`config.mk`:
```
export PLATFORM = sky130hd
export DESIGN_NAME = rx_udp_demux
export DESIGN_NICKNAME = d
export VERILOG_FILES = /design/src/rtl/rx_udp_demux_pkg.sv /design/src/rtl/rx_udp_demux_port_match.sv /design/src/rtl/rx_udp_demux.sv
export SDC_FILE = /design/constraint.sdc
export NUM_CORES = 1
export LEC_CHECK = 0
export CORE_MARGIN = 1
export CORE_UTILIZATION = 52
export DETAILED_ROUTE_END_ITERATION = 12
export PLACE_DENSITY = 0.87
export SKIP_LAST_GASP = 1
export SYNTH_ARGS = -nofsm -noshare
export SYNTH_HDL_FRONTEND = slang
export SYNTH_HIERARCHICAL = 1
export SYNTH_SLANG_ARGS = --single-unit
```
`constraint.sdc`:
```
create_clock -name RX_CLK -period 9.09 [get_ports RX_CLK]
set_input_delay 1.3635 -clock RX_CLK [delete_from_list [all_inputs] [get_ports RX_CLK]]
set_output_delay 1.3635 -clock RX_CLK [all_outputs]
set_load 0.02 [all_outputs]
```
`src/rtl/rx_udp_demux_pkg.sv`:
```
// Shared state encodings and header layout
// for the UDP receive demultiplexer.
package rx_udp_demux_pkg;

    localparam logic [1:0] ST_IDLE  = 2'd0;
    localparam logic [1:0] ST_HDR   = 2'd1;
    localparam logic [1:0] ST_DATA  = 2'd2;
    localparam logic [1:0] ST_DRAIN = 2'd3;

    localparam logic [15:0] UDP_HDR_LEN = 16'd8;

    localparam logic [2:0] HDR_DST_LO  = 3'd3;
    localparam logic [2:0] HDR_CSUM_LO = 3'd7;

    localparam logic [1:0] FLD_SRC  = 2'd0;
    localparam logic [1:0] FLD_DST  = 2'd1;
    localparam logic [1:0] FLD_LEN  = 2'd2;
    localparam logic [1:0] FLD_CSUM = 2'd3;

    function automatic logic [15:0] fld_shift(
        input logic [15:0] old,
        input logic [7:0]  b
    );
        return {old[7:0], b};
    endfunction

endpackage

```
`src/rtl/rx_udp_demux_port_match.sv`:
```
// Destination-port filter bank with
// lowest-index-wins channel selection.
module udp_port_match #(
    parameter int NPORT = 4,
    parameter int CHW   = 2
) (
    input  logic [15:0]         dst,
    input  logic [NPORT*16-1:0] port_list,
    input  logic [NPORT-1:0]    port_en,
    output logic                hit,
    output logic [CHW-1:0]      ch
);

    always_comb begin
        hit = 1'b0;
        ch  = '0;
        // Walk downwards so the lowest matching index is written last.
        for (int k = NPORT - 1; k >= 0; k--) begin
            if (port_en[k] && port_list[16*k +: 16] == dst) begin
                hit = 1'b1;
                ch  = CHW'(k);
            end
        end
    end

endmodule

```
`src/rtl/rx_udp_demux.sv`:
```
// UDP header parser and per-port payload
// demultiplexer on the IPv4 receive stream.
module rx_udp_demux
    import rx_udp_demux_pkg::*;
#(
    parameter int OCT   = 8,
    parameter int NPORT = 4,
    parameter int CHW   = 2
) (
    input  logic                RX_CLK,
    input  logic                rst,
    input  logic                func_en,
    input  logic [NPORT*16-1:0] port_list,
    input  logic [NPORT-1:0]    port_en,
    input  logic                rx_data_v,
    input  logic [OCT-1:0]      rx_data,
    output logic [15:0]         rx_src_port,
    output logic [15:0]         rx_dst_port,
    output logic [15:0]         rx_data_len,
    output logic [15:0]         rx_checksum,
    output logic                rx_udp_data_v,
    output logic [OCT-1:0]      rx_udp_data,
    output logic                rx_udp_last,
    output logic [CHW-1:0]      rx_udp_ch,
    output logic                rx_udp_irq,
    output logic                rx_udp_drop,
    output logic                rx_len_err
);

    logic [1:0]     state_q, state_d;
    logic [2:0]     hdr_cnt_q, hdr_cnt_d;
    logic [15:0]    pay_cnt_q, pay_cnt_d;
    logic           v_prev_q;
    logic [15:0]    src_q, src_d, dst_q, dst_d;
    logic [15:0]    len_q, len_d, csum_q, csum_d;
    logic           hit_q, hit_d;
    logic [CHW-1:0] ch_q, ch_d;
    logic           udp_v_q, udp_v_d;
    logic [OCT-1:0] udp_data_q, udp_data_d;
    logic           last_q, last_d;
    logic           irq_q, irq_d;
    logic           drop_q, drop_d;
    logic           len_err_q, len_err_d;

    logic           hdr_en;
    logic [2:0]     hdr_idx;
    logic [7:0]     hb;
    logic           m_hit;
    logic [CHW-1:0] m_ch;

    assign hb = rx_data[7:0];

    udp_port_match #(
        .NPORT (NPORT),
        .CHW   (CHW)
    ) u_match (
        .dst       (dst_d),
        .port_list (port_list),
        .port_en   (port_en),
        .hit       (m_hit),
        .ch        (m_ch)
    );

    always_comb begin
        state_d    = state_q;
        hdr_cnt_d  = hdr_cnt_q;
        pay_cnt_d  = pay_cnt_q;
        udp_v_d    = 1'b0;
        udp_data_d = udp_data_q;
        last_d     = 1'b0;
        irq_d      = udp_v_q & last_q;
        drop_d     = 1'b0;
        len_err_d  = 1'b0;
        hdr_en     = 1'b0;
        hdr_idx    = hdr_cnt_q;
        if (func_en) begin
            unique case (state_q)
                ST_IDLE: begin
                    // Only a rising valid starts a datagram, so a
                    // stream cut by reset is skipped to its end.
                    if (rx_data_v && !v_prev_q) begin
                        hdr_en    = 1'b1;
                        hdr_idx   = 3'd0;
                        hdr_cnt_d = 3'd1;
                        state_d   = ST_HDR;
                    end
                end
                ST_HDR: begin
                    if (!rx_data_v) begin
                        len_err_d = 1'b1;
                        hdr_cnt_d = 3'd0;
                        state_d   = ST_IDLE;
                    end else begin
                        hdr_en    = 1'b1;
                        hdr_cnt_d = hdr_cnt_q + 3'd1;
                        if (hdr_cnt_q == HDR_CSUM_LO) begin
                            state_d = ST_DRAIN;
                            if (len_q < UDP_HDR_LEN) begin
                                len_err_d = 1'b1;
                            end else if (!hit_q) begin
                                drop_d = 1'b1;
                            end else if (len_q == UDP_HDR_LEN) begin
                                irq_d = 1'b1;
                            end else begin
                                state_d   = ST_DATA;
                                pay_cnt_d = len_q - UDP_HDR_LEN;
                            end
                        end
                    end
                end
                ST_DATA: begin
                    if (!rx_data_v) begin
                        len_err_d = 1'b1;
                        pay_cnt_d = 16'd0;
                        state_d   = ST_IDLE;
                    end else begin
                        udp_v_d    = 1'b1;
                        udp_data_d = rx_data;
                        pay_cnt_d  = pay_cnt_q - 16'd1;
                        if (pay_cnt_q == 16'd1) begin
                            last_d  = 1'b1;
                            state_d = ST_DRAIN;
                        end
                    end
                end
                default: begin
                    if (!rx_data_v) begin
                        state_d = ST_IDLE;
                    end
                end
            endcase
        end else begin
            state_d   = ST_IDLE;
            hdr_cnt_d = 3'd0;
            pay_cnt_d = 16'd0;
            irq_d     = 1'b0;
        end
    end

    always_comb begin
        src_d  = src_q;
        dst_d  = dst_q;
        len_d  = len_q;
        csum_d = csum_q;
        hit_d  = hit_q;
        ch_d   = ch_q;
        if (hdr_en) begin
            unique case (hdr_idx[2:1])
                FLD_SRC:  src_d  = fld_shift(src_q, hb);
                FLD_DST:  dst_d  = fld_shift(dst_q, hb);
                FLD_LEN:  len_d  = fld_shift(len_q, hb);
                FLD_CSUM: csum_d = fld_shift(csum_q, hb);
            endcase
            if (hdr_idx == HDR_DST_LO) begin
                hit_d = m_hit;
                ch_d  = m_ch;
            end
        end
    end

    always_ff @(posedge RX_CLK) begin
        v_prev_q <= rx_data_v;
        if (rst) begin
            state_q    <= ST_IDLE;
            hdr_cnt_q  <= 3'd0;
            pay_cnt_q  <= 16'd0;
            src_q      <= 16'd0;
            dst_q      <= 16'd0;
            len_q      <= 16'd0;
            csum_q     <= 16'd0;
            hit_q      <= 1'b0;
            ch_q       <= '0;
            udp_v_q    <= 1'b0;
            udp_data_q <= '0;
            last_q     <= 1'b0;
            irq_q      <= 1'b0;
            drop_q     <= 1'b0;
            len_err_q  <= 1'b0;
        end else begin
            state_q    <= state_d;
            hdr_cnt_q  <= hdr_cnt_d;
            pay_cnt_q  <= pay_cnt_d;
            src_q      <= src_d;
            dst_q      <= dst_d;
            len_q      <= len_d;
            csum_q     <= csum_d;
            hit_q      <= hit_d;
            ch_q       <= ch_d;
            udp_v_q    <= udp_v_d;
            udp_data_q <= udp_data_d;
            last_q     <= last_d;
            irq_q      <= irq_d;
            drop_q     <= drop_d;
            len_err_q  <= len_err_d;
        end
    end

    assign rx_src_port   = src_q;
    assign rx_dst_port   = dst_q;
    assign rx_data_len   = len_q;
    assign rx_checksum   = csum_q;
    assign rx_udp_data_v = udp_v_q;
    assign rx_udp_data   = udp_data_q;
    assign rx_udp_last   = last_q;
    assign rx_udp_ch     = ch_q;
    assign rx_udp_irq    = irq_q;
    assign rx_udp_drop   = drop_q;
    assign rx_len_err    = len_err_q;

endmodule

```
* After elaboration in Yosys (flattened, before gate mapping)
Cells that the tools add are included.
Word-level totals: bits of input ports 80, flip-flop bits (word level) 102, logic and storage cells 120, output and inout bits 79
Cells by class: muxes and demuxes 50, bitwise logic cells 6, reductions and logical operators 22, $add $sub $neg 3, equal/unequal tests 22, $lt $le $gt $ge 1
Operator list (count):
- two-way mux 16 bit | 8
- equality test 16 bit | 4
- case mux 16 bit (2 select lines) | 1
- two-way mux 1 bit | 22
- two-way mux 2 bit | 10
- equality test 16 x 1 -> 1 bit (second input constant) | 1
- equality test 16 x 4 -> 1 bit (second input constant) | 1
- less-than comparator 16 x 4 -> 1 bit (second input constant) | 1
- subtractor 16 x 1 -> 16 bit (second input constant) | 1
- subtractor 16 x 4 -> 16 bit (second input constant) | 1
- two-way mux 3 bit | 5
- != test 2 bit (second input constant) | 6
- AND reduction 2 bit | 5
- equality test 2 bit (second input constant) | 3
- != test 3 bit (second input constant) | 2
- case mux 2 bit (3 select lines) | 1
- case mux 3 bit (2 select lines) | 1
- AND reduction 6 bit | 1
- OR reduction 6 bit | 1
- logical AND 1 bit | 5
- NOT 1 bit | 5
- equality test 2 x 1 -> 1 bit (second input constant) | 2
- zero test 2 bit | 2
- != test 4 x 1 -> 1 bit (second input constant) | 1
- other kinds (12) | 14

* Depth between registers and ports, before layout
Gate-level depths: netlist (run 1).
word-level depth 14, depth in mapped cells 16, mapped depth without buffers 13

* Hierarchy
The synthesis (run 1) kept the hierarchy.
By module, submodules not included:
- rx_udp_demux | area an instance 4626.9 um2, cells each 512, seq. area each 2042.0 um2, instances 1
- udp_port_match | area an instance 770.7 um2, cells each 95, seq. area each 0.0 um2, instances 1

* Worst setup path before layout (run 1)
Ideal clock, no wire load.
kind input port to flip-flop, from in rx_data_v, to reg ch_q[1], in the netlist rx_udp_ch[1], slack 5.300 ns, required time 8.962 ns, setup time 0.128 ns, stages 14, arrival 3.662 ns, path buffers 3, cell sequence and2_0 > and3_1 > clkbuf_1 > nand2_1 > buf_2 > mux2_2 > buf_2 > xnor2_1 > nand4_1 > nor4_1 > a32o_1 > nor2b_2 > mux2i_1 > nor2_1
On the way: cells in the longest elaborated chain, start to end 13, elaborated cells between the ends (all ways) 25, those cells by class eq/ne: 6; mux: 13; reduce/logical: 6
RTL lines:
- start, declared | RTL line rx_udp_demux.sv:15 | input logic rx_data_v,
- logical AND 1 bit | RTL line rx_udp_demux.sv:81 | if (rx_data_v && !v_prev_q) begin
- two-way mux 3 bit | RTL line rx_udp_demux.sv:81
- two-way mux 3 bit | RTL line rx_udp_demux.sv:77 | unique case (state_q)
- two-way mux 3 bit | RTL line rx_udp_demux.sv:76 | if (func_en) begin
- equality test 2 x 1 -> 1 bit | RTL line rx_udp_demux.sv:148 | unique case (hdr_idx[2:1])
- two-way mux 16 bit | RTL line rx_udp_demux.sv:148
- two-way mux 16 bit * | RTL line rx_udp_demux.sv:147 | if (hdr_en) begin
- net dst_d[9] | RTL line rx_udp_demux.sv:34 | logic [15:0] src_q, src_d, dst_q, dst_d;
- equality test 16 bit | RTL line rx_udp_demux_port_match.sv:19 | if (port_en[k] && port_list[16*k +: 16] == dst) begin
- logical AND 1 bit | RTL line rx_udp_demux_port_match.sv:19
- two-way mux 2 bit (3 in series) | RTL line rx_udp_demux_port_match.sv:19
- two-way mux 2 bit * | RTL line rx_udp_demux_port_match.sv:19
- net m_ch[1] | RTL line rx_udp_demux.sv:49 | logic [CHW-1:0] m_ch;
- end signal, assigned | RTL line rx_udp_demux.sv:188 | ch_q <= ch_d;
- end, declared | RTL line rx_udp_demux.sv:37 | logic [CHW-1:0] ch_q, ch_d;
Mark *: on every way through the listed nets, which the timed path passes. The rest lies on a longest branch. A chain may end at the register's enable or synchronous reset.

* Worst setup path in the final report (run 1)
from in rx_data_v, to reg ch_q[0], in the netlist rx_udp_ch[0]
The elaborated chain is that of the path after synthesis.

==> summary.txt, run 1 <==
Outcome
  – Outcome: completed

Synth
  – Most used DFF post-synth: dfxtp_1
  – Syn_nets: 696
  – Synth cell types: 62
  – EDFF count, synth: 0
  – Post-synthesis simple-gate area fraction: 20.7%
  – Post-Synthesis Cell Area: 5400 sq um
  – Post-synthesis mux area share: 13.4%
  – Post-synthesis compound-gate area fraction: 11.1%
  – Synth Area in Adders: 2.09%
  – Post-synthesis cell count: 607
  – Synth Area in XOR/XNOR: 11.7%
  – Post-synth ARST share: 0%
  – Syn. warnings: 6
  – Avg Inst Size Synth: 8.89 sq um
  – Largest family of logic cells by synthesized area: simple AND/OR/NAND/NOR gates
  – Sequential share of the synthesized area: 37.8%
  – #FFs+latches synth: 102

Timing
  – Crit share post-route: 51.4%
  – Worst-Margin Slew: 1160 ps
  – Final Max Slew Viols: 0
  – Final Hold Violating Endpoints: 0
  – Minimum clock period: 4670 ps
  – Hold Slack: 476 ps
  – Worst Clk Skew: 18.3 ps
  – Setup violators final: 0
  – Peak Freq: 214 MHz
  – Setup TNS: 0 ps
  – RSZ-0062 raised after global routing: false
  – Max transition margin: 22.9%

Placed design
  – Hpwl dp: 12.2 mm
  – IO buf count: 158
  – GPL Wtd Cong: 0.924
  – Placed instance area: 7020 sq um
  – Cells after DPL: 867

Layout
  – Number of diodes: 0
  – Final #Nets: 834
  – Final cell count without fillers: 883
  – Finished Cell Area: 7210 sq um
  – Layout area overhead: 33.6%
  – Share of layout cells above drive strength 1: 6.67%
  – Final core utilization: 72.8%

Global route
  – Largest net degree at the start of global routing: 80
  – GRT met1 Usage: 37.0%
  – GRT Total Usage: 29.7%
  – Met2 usage: 52.3%
  – Grt total ovfl: 0
  – Vias in the first global route: 4926
  – Antenna violations before repair: 0
  – Met3 Usage GRT: 4.57%
  – First-pass GRT wire length: 25.6 mm
  – Most Crowded Layer GR: met2

Power and ir drop
  – Leak: 2.68 nW
  – Peak VDD IR: 0.0767 mV
  – PD cells: 114 nW/um^2

Setup path
  – Data arrival, critical path: 4890 ps
  – Worst setup EP type: register
  – Worst r2r path cells: 13
  – Critical Path Source: rx_data_v
  – Reg2Reg Launch Point: state_q[1]
  – Reg2Reg Setup Slack: 5280 ps
  – Startpoint Class: input pin
  – Critical path required time: 9310 ps
  – Worst-path cell chain: clkdlybuf4s50_1 -> and2_0 -> and3_1 -> nand2_1 -> mux2_2 -> xor2_1 -> nor4_1 -> nand4_1 -> o211ai_1 -> a32oi_1 -> mux2i_1 -> nor2_1
  – Cell family with most CP delay: simple AND/OR/NAND/NOR gates
  – R2r endpoint: rx_udp_ch[0]
  – Slowest CP cell: clkdlybuf4s50_1
  – Critical path type: in2reg
  – Worst path max stage delay: 700 ps
  – Worst Path Buf+Inv: 1
  – Max Fanout on Critical Path: 16

Floorplanning
  – Row cnt: 36
  – Die Width: 104 microns
  – Initial Util: 54.5%
  – Number of top-level design ports: 159
  – Core ar.: 9910 sq um
  – Die span in y: 104 microns
  – Die area: 10800 sq um

CTS
  – Hold Buf Count CTS: 0
  – CTS Buf Count: 9
  – CTS resizes: 0
  – Root Buffer: clkbuf_8
  – Worst skew pair latency: 370 ps
  – Clock tree buffer depth: 2
  – TritonCTS clock tree: yes
  – Post-CTS Setup Inserts: 0
  – CTS Sinks: 102
  – CTS clk-pin slew, worst paths: 90 ps
  – CTS HTree Levels: 3

Job
  – Number of max-cap violations: 0

Route
  – Via-to-Cell Ratio: 5.83
  – Final ANT Viol Nets: 0
  – Total number of vias: 5151
  – Routed Wire Length: 16.3 mm
  – DRC violations left: 0
  – Drt first pass iters: 5
  – DR iter-0 viols: 466
  – WL/cell: 18.5 microns

Worst hold path
  – Hold Path Class: reg2reg
  – Hold Path Depth: 2
  – Hold EP: rx_udp_data[3]
  – Worst Min Path Start: rx_udp_data[3]
flip-flops by register name (all words and copies together) (netlist names), 2 cells and up:
signal       cells
hdr_cnt_q        3
pay_cnt_q       16
rx_checksum     16
rx_data_len     16
rx_dst_port     16
rx_src_port     16
rx_udp_ch        2
rx_udp_data      8
state_q          2
stage by stage:
stage / total power [mW] / setup slack, ps
after floorplan: 0.497 / 5300
after global placement: 0.550 / 4210
after detailed placement: 0.550 / 4130
after CTS: 0.820 / 4490
after global routing: 0.845 / 4110
final: 0.820 / 4420
placed cells by master, fill, tap and decap left out, drive strengths merged, types with 3 or more instances in the layout:
cell type | netlist | routed
o211ai | 3 | 3
nor3 | 15 | 15
o32ai | 3 | 3
xor2 | 20 | 20
buf | 11 | 3
nand4 | 11 | 11
mux2i | 52 | 52
nor2 | 72 | 72
nand2 | 34 | 34
clkinv | 1 | 3
or2 | 4 | 4
nor4 | 18 | 18
a21oi | 39 | 39
ha | 9 | 9
or4 | 7 | 7
clkbuf | 22 | 9
nand3b | 3 | 3
or3 | 5 | 5
clkdlybuf4s50 | 0 | 157
dfxtp | 102 | 102
inv | 9 | 12
nand3 | 7 | 7
mux2 | 18 | 18
a211oi | 3 | 3
o21ai | 24 | 24
xnor2 | 52 | 52
and3 | 3 | 3
nor2b | 22 | 22
nand2b | 3 | 3
and2 | 4 | 4
worst max path at each step:
| stage | end | slack (ps) | cells after the start |
|---|---|---|---|
| 6_report | rx_udp_ch[0] | 4420 | 12 |
| 3_5_place_dp | rx_udp_ch[0] | 4130 | 12 |
| 3_3_place_gp | rx_udp_ch[1] | 4210 | 12 |
| 5_1_grt | rx_udp_ch[0] | 4110 | 12 |
| 4_1_cts | rx_udp_ch[0] | 4490 | 12 |
| 2_1_floorplan | rx_udp_ch[1] | 5300 | 14 |
cells in the mapped netlist (5+ instances only):
library cell    n  area share (%)
a21oi_1        38             3.5
buf_2           8            0.74
clkbuf_1       22             1.5
dfxtp_1       102              38
ha_1            9             2.1
inv_1           9            0.63
mux2_2         18             3.8
mux2i_1        52             9.6
nand2_1        34             2.4
nand3_1         7            0.65
nand4_1        11             1.3
nor2_1         72             5.0
nor2b_1        21             2.4
nor3_1         14             1.3
nor4_1         15             1.7
o21ai_0        24             2.2
or3_1           5            0.58
or4_1           7            0.97
xnor2_1        52             8.4
xor2_1         20             3.2
worst register-to-register path: cells and delay by family, from the launching register on:
kind | cells | cell delay [ps]
buffers and inverters | 1 | 90
XOR/XNOR | 1 | 190
AO/OA/AOI/OAI | 2 | 290
multiplexers | 2 | 680
AND/OR/NAND/NOR | 6 | 1680
adder cells (fa/ha/maj) | 1 | 400
flip-flops | 1 | 350
power by group:
group	leakage [nW]	switching, mW	internal [mW]	total, mW
logic	1.77	0.0397	0.0494	0.0890
registers	0.822	0.00221	0.449	0.451
clock network	0.0924	0.173	0.106	0.280
layout make-up:
class	count	area, sq um
Timing Repair Buffer	160	1590
Fill cell	729	2700
Inverter	10	37.5
Tap cell	133	166
Sequential cell	102	2040
Clock buffer	9	124
Multi-Input combinational cell	462	3180
Clock inverter	7	67.6
cells by family (layout without fill, tap and decap cells):
kind of cell,count (synthesis),count (layout)
simple gates,215,215
xor+xnor,72,72
flops,102,102
fa+ha+maj,9,9
mux,70,70
buf+inv,43,186
compound gates,96,96
per-layer routing:
layer	share of wire [%]	vias up
li1	-	2420
met1	40	2461
met2	51	241
met3	6.6	29
met4	2.2	0
met5	0	-
(Power assumes the default switching activity.)
==> run 2: changes to the inputs <==
--- a/config.mk
+++ b/config.mk
@@ -6,9 +6,9 @@
 export NUM_CORES = 1
 export LEC_CHECK = 0
 export CORE_MARGIN = 1
-export CORE_UTILIZATION = 52
+export CORE_UTILIZATION = 48
 export DETAILED_ROUTE_END_ITERATION = 12
-export PLACE_DENSITY = 0.87
+export PLACE_DENSITY = 0.81
 export SKIP_LAST_GASP = 1
 export SYNTH_ARGS = -nofsm -noshare
 export SYNTH_HDL_FRONTEND = slang
==> constraint.sdc (replaced) <==
create_clock -name RX_CLK -period 4.53 [get_ports RX_CLK]
set_input_delay 0.6795 -clock RX_CLK [delete_from_list [all_inputs] [get_ports RX_CLK]]
set_output_delay 0.6795 -clock RX_CLK [all_outputs]
set_load 0.02 [all_outputs]
==> run 2 against run 1 <==
  * Final area rose by 0.87%
  * Sequential power rose by 100%
  * Flip-flop and latch count did not move
  * Die area rose by 8.2%
  * Worst setup slack got worse by 3700 ps
  * Via count fell by 1.2%
  * First-iteration DRC count fell by 31%
  * Largest cell class unchanged
==> summary.txt, run 2 (synthesized netlist as in run 1, its figures left out) <==
CTS
  – CTS Sinks: 102
  – Post-CTS Setup Inserts: 0
  – Root Buffer: clkbuf_8
  – Hold Buf Count CTS: 0
  – CTS Buf Count: 9
  – Clock tree buffer depth: 2
  – TritonCTS clock tree: yes
  – CTS HTree Levels: 3
  – CTS resizes: 0
  – Worst skew pair latency: 380 ps
  – CTS clk-pin slew, worst paths: 100 ps

Worst hold path
  – Hold Path Depth: 2
  – Worst Min Path Start: rx_udp_data[7]
  – Hold Path Class: reg2reg

Power and ir drop
  – Peak VDD IR: 0.195 mV
  – Leak: 2.71 nW
  – Power share of the clock group: 38.6%
  – Psw: 0.442 mW
  – Reg power frac: 51.3%
  – Switching portion of total power: 25.0%
  – PD cells: 243 nW/um^2
  – Combinational power share: 10.1%
  – Int Pwr: 1.33 mW

Timing
  – Minimum clock period: 3860 ps
  – Final Hold Violating Endpoints: 0
  – Worst-Margin Slew: 1150 ps
  – Setup violators final: 0
  – Final Max Slew Viols: 0
  – Setup TNS: 0 ps
  – Crit share post-route: 85.2%
  – Worst Clk Skew: 11.3 ps
  – Peak Freq: 259 MHz
  – RSZ-0062 raised after global routing: false
  – Hold Slack: 467 ps
  – Max transition margin: 23.4%

Placed design
  – GPL Wtd Cong: 0.986
  – Hpwl dp: 13.1 mm
  – IO buf count: 158

Layout
  – FF+latch area: 2040 sq um
  – Commonest cells after routing, fill and taps aside: clkdlybuf4s50_1 (157), dfxtp_1 (102), nor2_1 (72)
  – Multi-input combinational cell area: 3180 sq um
  – Share of layout cells above drive strength 1: 6.79%
  – Final #Nets: 835
  – Final core utilization: 66.8%
  – Layout area overhead: 34.7%
  – Commonest non-fill, non-tap cell in the layout: clkdlybuf4s50_1
  – Number of diodes: 0
  – Filler cells: 918

Route
  – DR iter-0 viols: 321
  – Via-to-Cell Ratio: 5.71
  – WL/cell: 19.2 microns
  – Drt first pass iters: 5
  – Met3 WL post-DR: 1.02 mm
  – Final ANT Viol Nets: 0
  – Total number of vias: 5087
  – Highest routed layer: met4
  – Routed Wire Length: 17.1 mm
  – DRC violations left: 0
  – Met1 WL: 7.15 mm
  – Met2 WL post-DR: 8.42 mm

Floorplanning
  – Die Width: 108 microns
  – Number of top-level design ports: 159
  – Die span in y: 108 microns
  – Row cnt: 38
  – Initial Util: 49.6%
  – Die area: 11700 sq um
  – Core ar.: 10900 sq um

Outcome
  – Outcome: completed

Global route
  – First-pass GRT wire length: 26.1 mm
  – Largest net degree at the start of global routing: 79
  – Antenna violations before repair: 0
  – GRT Total Usage: 29.3%
  – Vias in the first global route: 5080
  – Grt total ovfl: 0

Setup path
  – Critical path required time: 4770 ps
  – Worst r2r path cells: 12
  – Data arrival, critical path: 4100 ps
  – Critical Path Source: rx_data_v
  – Worst setup EP type: register
  – Startpoint Class: input pin
  – Critical path type: in2reg
  – Reg2Reg Launch Point: state_q[0]
  – Max Fanout on Critical Path: 16

Job
  – Number of max-cap violations: 0
run 2: per-stage QoR:
step	cell area, sq um	cells	power, mW	setup slack, ps
after floorplan	5400	607	0.996	1420
after global placement	7030	875	1.10	505
after detailed placement	7030	875	1.11	378
after CTS	7270	891	1.77	746
after global routing	7270	891	1.82	508
final	7270	891	1.77	669
run 2: power by group through the flow:
stage / Sequential (mW) / Clock [mW] / Combinational, mW
2_1_floorplan: 0.929 / 0 / 0.0670
3_3_place_gp: 0.926 / 0 / 0.177
3_5_place_dp: 0.926 / 0 / 0.179
4_1_cts: 0.906 / 0.688 / 0.179
5_1_grt: 0.907 / 0.728 / 0.189
6_report: 0.906 / 0.682 / 0.179
run 2: worst max-delay path, stage by stage:
cell	delay (ps)
clkdlybuf4s50_1	670
and2_0	330
and3_1	260
nand2_1	410
mux2_2	510
xor2_1	180
nor4_1	350
nand4_1	200
o211ai_1	230
a32oi_1	80
mux2i_1	140
nor2_1	50
run 2: layer usage:
layer | up-vias | global-route usage (%)
met5 | - | 0
met1 | 2438 | 36.9
met2 | 209 | 49.2
li1 | 2408 | -
met3 | 32 | 5.85
met4 | 0 | 10.8
run 2: worst paths after layout:
path | to | slack, ps
setup / recovery | rx_udp_ch[0] | 670
hold / removal | rx_udp_data[7] | 470
setup reg to reg | rx_udp_ch[0] | 770
hold reg to reg | rx_udp_data[7] | 470
run 2: final cells by class:
type / count / share of cell area (%)
Sequential cell: 102 / 28.1
Clock buffer: 9 / 1.70
Inverter: 10 / 0.516
Timing Repair Buffer: 161 / 22.0
Clock inverter: 7 / 1.57
Multi-Input combinational cell: 462 / 43.7
Tap cell: 140 / 2.41
==> run 3: changes to the inputs <==
--- a/config.mk
+++ b/config.mk
@@ -7,6 +7,7 @@
 export LEC_CHECK = 0
 export CORE_MARGIN = 1
 export CORE_UTILIZATION = 48
+export CTS_CLUSTER_SIZE = 28
 export DETAILED_ROUTE_END_ITERATION = 12
 export PLACE_DENSITY = 0.81
 export SKIP_LAST_GASP = 1
==> constraint.sdc (replaced) <==
create_clock -name RX_CLK -period 4.53 [get_ports RX_CLK]
set_input_delay 0.6795 -clock RX_CLK [delete_from_list [all_inputs] [get_ports RX_CLK]]
set_output_delay 0.6795 -clock RX_CLK [all_outputs]
set_load 0.005 [all_outputs]
==> results of run 3 <==
The final DEF is identical to that of run 2. Status: completed.
Among the figures that moved: total power 1.77 mW -> 1.76 mW; worst IR drop on VDD 0.195 mV -> 0.194 mV
==> RTL edit: new RTL, config.mk and constraints of run 2 <==
Register the inputs `func_en`, `port_list`, `port_en`, `rx_data_v` and `rx_data` before use, without a reset. The logic sees them one clock later.
--- a/src/rtl/rx_udp_demux.sv
+++ b/src/rtl/rx_udp_demux.sv
@@ -27,6 +27,20 @@
     output logic                rx_len_err
 );
 
+    logic func_en_q;
+    logic [NPORT*16-1:0] port_list_q;
+    logic [NPORT-1:0] port_en_q;
+    logic rx_data_v_q;
+    logic [OCT-1:0] rx_data_q;
+
+    always_ff @(posedge RX_CLK) begin
+        func_en_q   <= func_en;
+        port_list_q <= port_list;
+        port_en_q   <= port_en;
+        rx_data_v_q <= rx_data_v;
+        rx_data_q   <= rx_data;
+    end
+
     logic [1:0]     state_q, state_d;
     logic [2:0]     hdr_cnt_q, hdr_cnt_d;
     logic [15:0]    pay_cnt_q, pay_cnt_d;
@@ -48,15 +62,15 @@
     logic           m_hit;
     logic [CHW-1:0] m_ch;
 
-    assign hb = rx_data[7:0];
+    assign hb = rx_data_q[7:0];
 
     udp_port_match #(
         .NPORT (NPORT),
         .CHW   (CHW)
     ) u_match (
         .dst       (dst_d),
-        .port_list (port_list),
-        .port_en   (port_en),
+        .port_list (port_list_q),
+        .port_en   (port_en_q),
         .hit       (m_hit),
         .ch        (m_ch)
     );
@@ -73,12 +87,12 @@
         len_err_d  = 1'b0;
         hdr_en     = 1'b0;
         hdr_idx    = hdr_cnt_q;
-        if (func_en) begin
+        if (func_en_q) begin
             unique case (state_q)
                 ST_IDLE: begin
                     // Only a rising valid starts a datagram, so a
                     // stream cut by reset is skipped to its end.
-                    if (rx_data_v && !v_prev_q) begin
+                    if (rx_data_v_q && !v_prev_q) begin
                         hdr_en    = 1'b1;
                         hdr_idx   = 3'd0;
                         hdr_cnt_d = 3'd1;
@@ -86,7 +100,7 @@
                     end
                 end
                 ST_HDR: begin
-                    if (!rx_data_v) begin
+                    if (!rx_data_v_q) begin
                         len_err_d = 1'b1;
                         hdr_cnt_d = 3'd0;
                         state_d   = ST_IDLE;
@@ -109,13 +123,13 @@
                     end
                 end
                 ST_DATA: begin
-                    if (!rx_data_v) begin
+                    if (!rx_data_v_q) begin
                         len_err_d = 1'b1;
                         pay_cnt_d = 16'd0;
                         state_d   = ST_IDLE;
                     end else begin
                         udp_v_d    = 1'b1;
-                        udp_data_d = rx_data;
+                        udp_data_d = rx_data_q;
                         pay_cnt_d  = pay_cnt_q - 16'd1;
                         if (pay_cnt_q == 16'd1) begin
                             last_d  = 1'b1;
@@ -124,7 +138,7 @@
                     end
                 end
                 default: begin
-                    if (!rx_data_v) begin
+                    if (!rx_data_v_q) begin
                         state_d = ST_IDLE;
                     end
                 end
@@ -159,7 +173,7 @@
     end
 
     always_ff @(posedge RX_CLK) begin
-        v_prev_q <= rx_data_v;
+        v_prev_q <= rx_data_v_q;
         if (rst) begin
             state_q    <= ST_IDLE;
             hdr_cnt_q  <= 3'd0;
Function: changed (Yosys sat finds a counterexample within 4 cycles, from zero or initial values and one cycle with rst high).
==> RTL edit against run 2 <==
Wire length is 14% higher; hold slack worse by 0.0048 ns; clock power is 120% higher; die area is 29% higher; area after synthesis is 29% higher; sequential cell count is 78 higher; setup slack better by 0.48 ns; critical endpoint is now hit_q; first-iteration DRC count is 50% higher; total power is 87% higher; cell area is 27% higher; maximum frequency is 14% higher; largest power group unchanged.
==> RTL edit: results (changes against run 2) <==
- H-tree levels: 4 (was 3)
- Buffering overhead: 17.15% (was 21.99%)
- Sequential element share of the synthesized area: 51.57% (was 37.83%)
- Register Area: 0.003603 mm² (was 0.002042 mm²)
- Most frequent cells after synthesis: dfxtp_1 (180), nor2_1 (71), mux2i_1 (53), xnor2_1 (53), nand2_1 (41) (was dfxtp_1 (102), nor2_1 (72), mux2i_1 (52), xnor2_1 (52), a21oi_1 (38))
- XOR/XNOR share of the synthesized area: 9.382% (was 11.68%)
- Maximum vdd ir drop: 0.4250 mV (was 0.1948 mV)
- Crit-path slowest cell: mux2_2 (was clkdlybuf4s50_1)
- Fill cells: 1084 (was 918)
- Layout cells sized above 1: 9.058% (was 6.791%)
- Die Footprint: 0.01504 mm² (was 0.01167 mm²)
- Insertion delay to the later sink of the worst-skew pair: 0.43 ns (was 0.38 ns)
- Worst path arrival time: 3.74 ns (was 4.10 ns)
- Clock root buffer: clkbuf_16 (was clkbuf_8)
- Synth Area in Adders: 1.611% (was 2.086%)
- Slew HR: 32.72% (was 23.42%)
- Synth cell types: 69 (was 62)
- Final std cells w/o fill: 1008 (was 891)
- Synth Area in Compound Gates: 8.147% (was 11.06%)
- Multi-input logic portion of the cell area: 34.50% (was 43.74%)
- Top post-synthesis cells by area: dfxtp_1 (52%), mux2i_1 (7.6%), xnor2_1 (6.6%) (was dfxtp_1 (38%), mux2i_1 (9.6%), xnor2_1 (8.4%))
- Status: finished, final reports clean (unchanged)
- P&R area growth vs syn: 32.14% (was 34.72%)
- Mux contribution to synthesized area: 10.33% (was 13.40%)
- Seq cells: 180 (was 102)
- First-pass GRT wire length: 30.33 mm (was 26.14 mm)
- Mean Syn Cell Area: 10.51 µm² (was 8.892 µm²)
- WL/cell: 19.38 µm (was 19.16 µm)
- Post-placement cell count: 976 (was 875)
- GRT Util Overall: 27.10% (was 29.26%)
- Vias post-DR: 5526 (was 5087)
- DP Area: 0.008636 mm² (was 0.007034 mm²)
- Combinational fraction of design power: 4.9% (was 10.1%)
- Clk slew on worst S/H paths: 0.07 ns (was 0.10 ns)
- Layout Skew: 0.01445 ns (was 0.01128 ns)
- Multi-input gates: 447 (was 462)
- Non-clk bufs: 159 (was 161)
- CP peak stage delay: 0.47 ns (was 0.67 ns)
-- RTL edit: cell types whose count changed in the layout (fill, tap and decap cells not counted), sizes merged, moves of 5 or more --
cell / before / now
inv: 12 / 17
a32o: 1 / 7
clkbuf: 9 / 18
dfxtp: 102 / 180
a21oi: 39 / 27
o21ai: 24 / 17
nand2: 34 / 42
-- RTL edit: routing by layer --
metal | up-vias | routed length (µm) | part of all wire (%) | global-route usage [%]
met2 | 241 | 9740 | 50 | 46.03
met5 | - | 0 | 0 | 0
li1 | 2613 | - | - | -
met4 | 0 | 577 | 3.0 | 11.66
met1 | 2630 | 8005 | 41 | 33.05
met3 | 42 | 1214 | 6.2 | 5.623
-- RTL edit: final timing paths --
path | from | end | slack (ns) | cells past startpoint
worst max-delay path | state_q[1] | hit_q | 1.15 | 13
worst min register to register | rx_udp_data[6] | rx_udp_data[6] | 0.46 | 2
worst min-delay path | rx_udp_data[6] | rx_udp_data[6] | 0.46 | 2
worst max register to register | state_q[1] | hit_q | 1.15 | 13
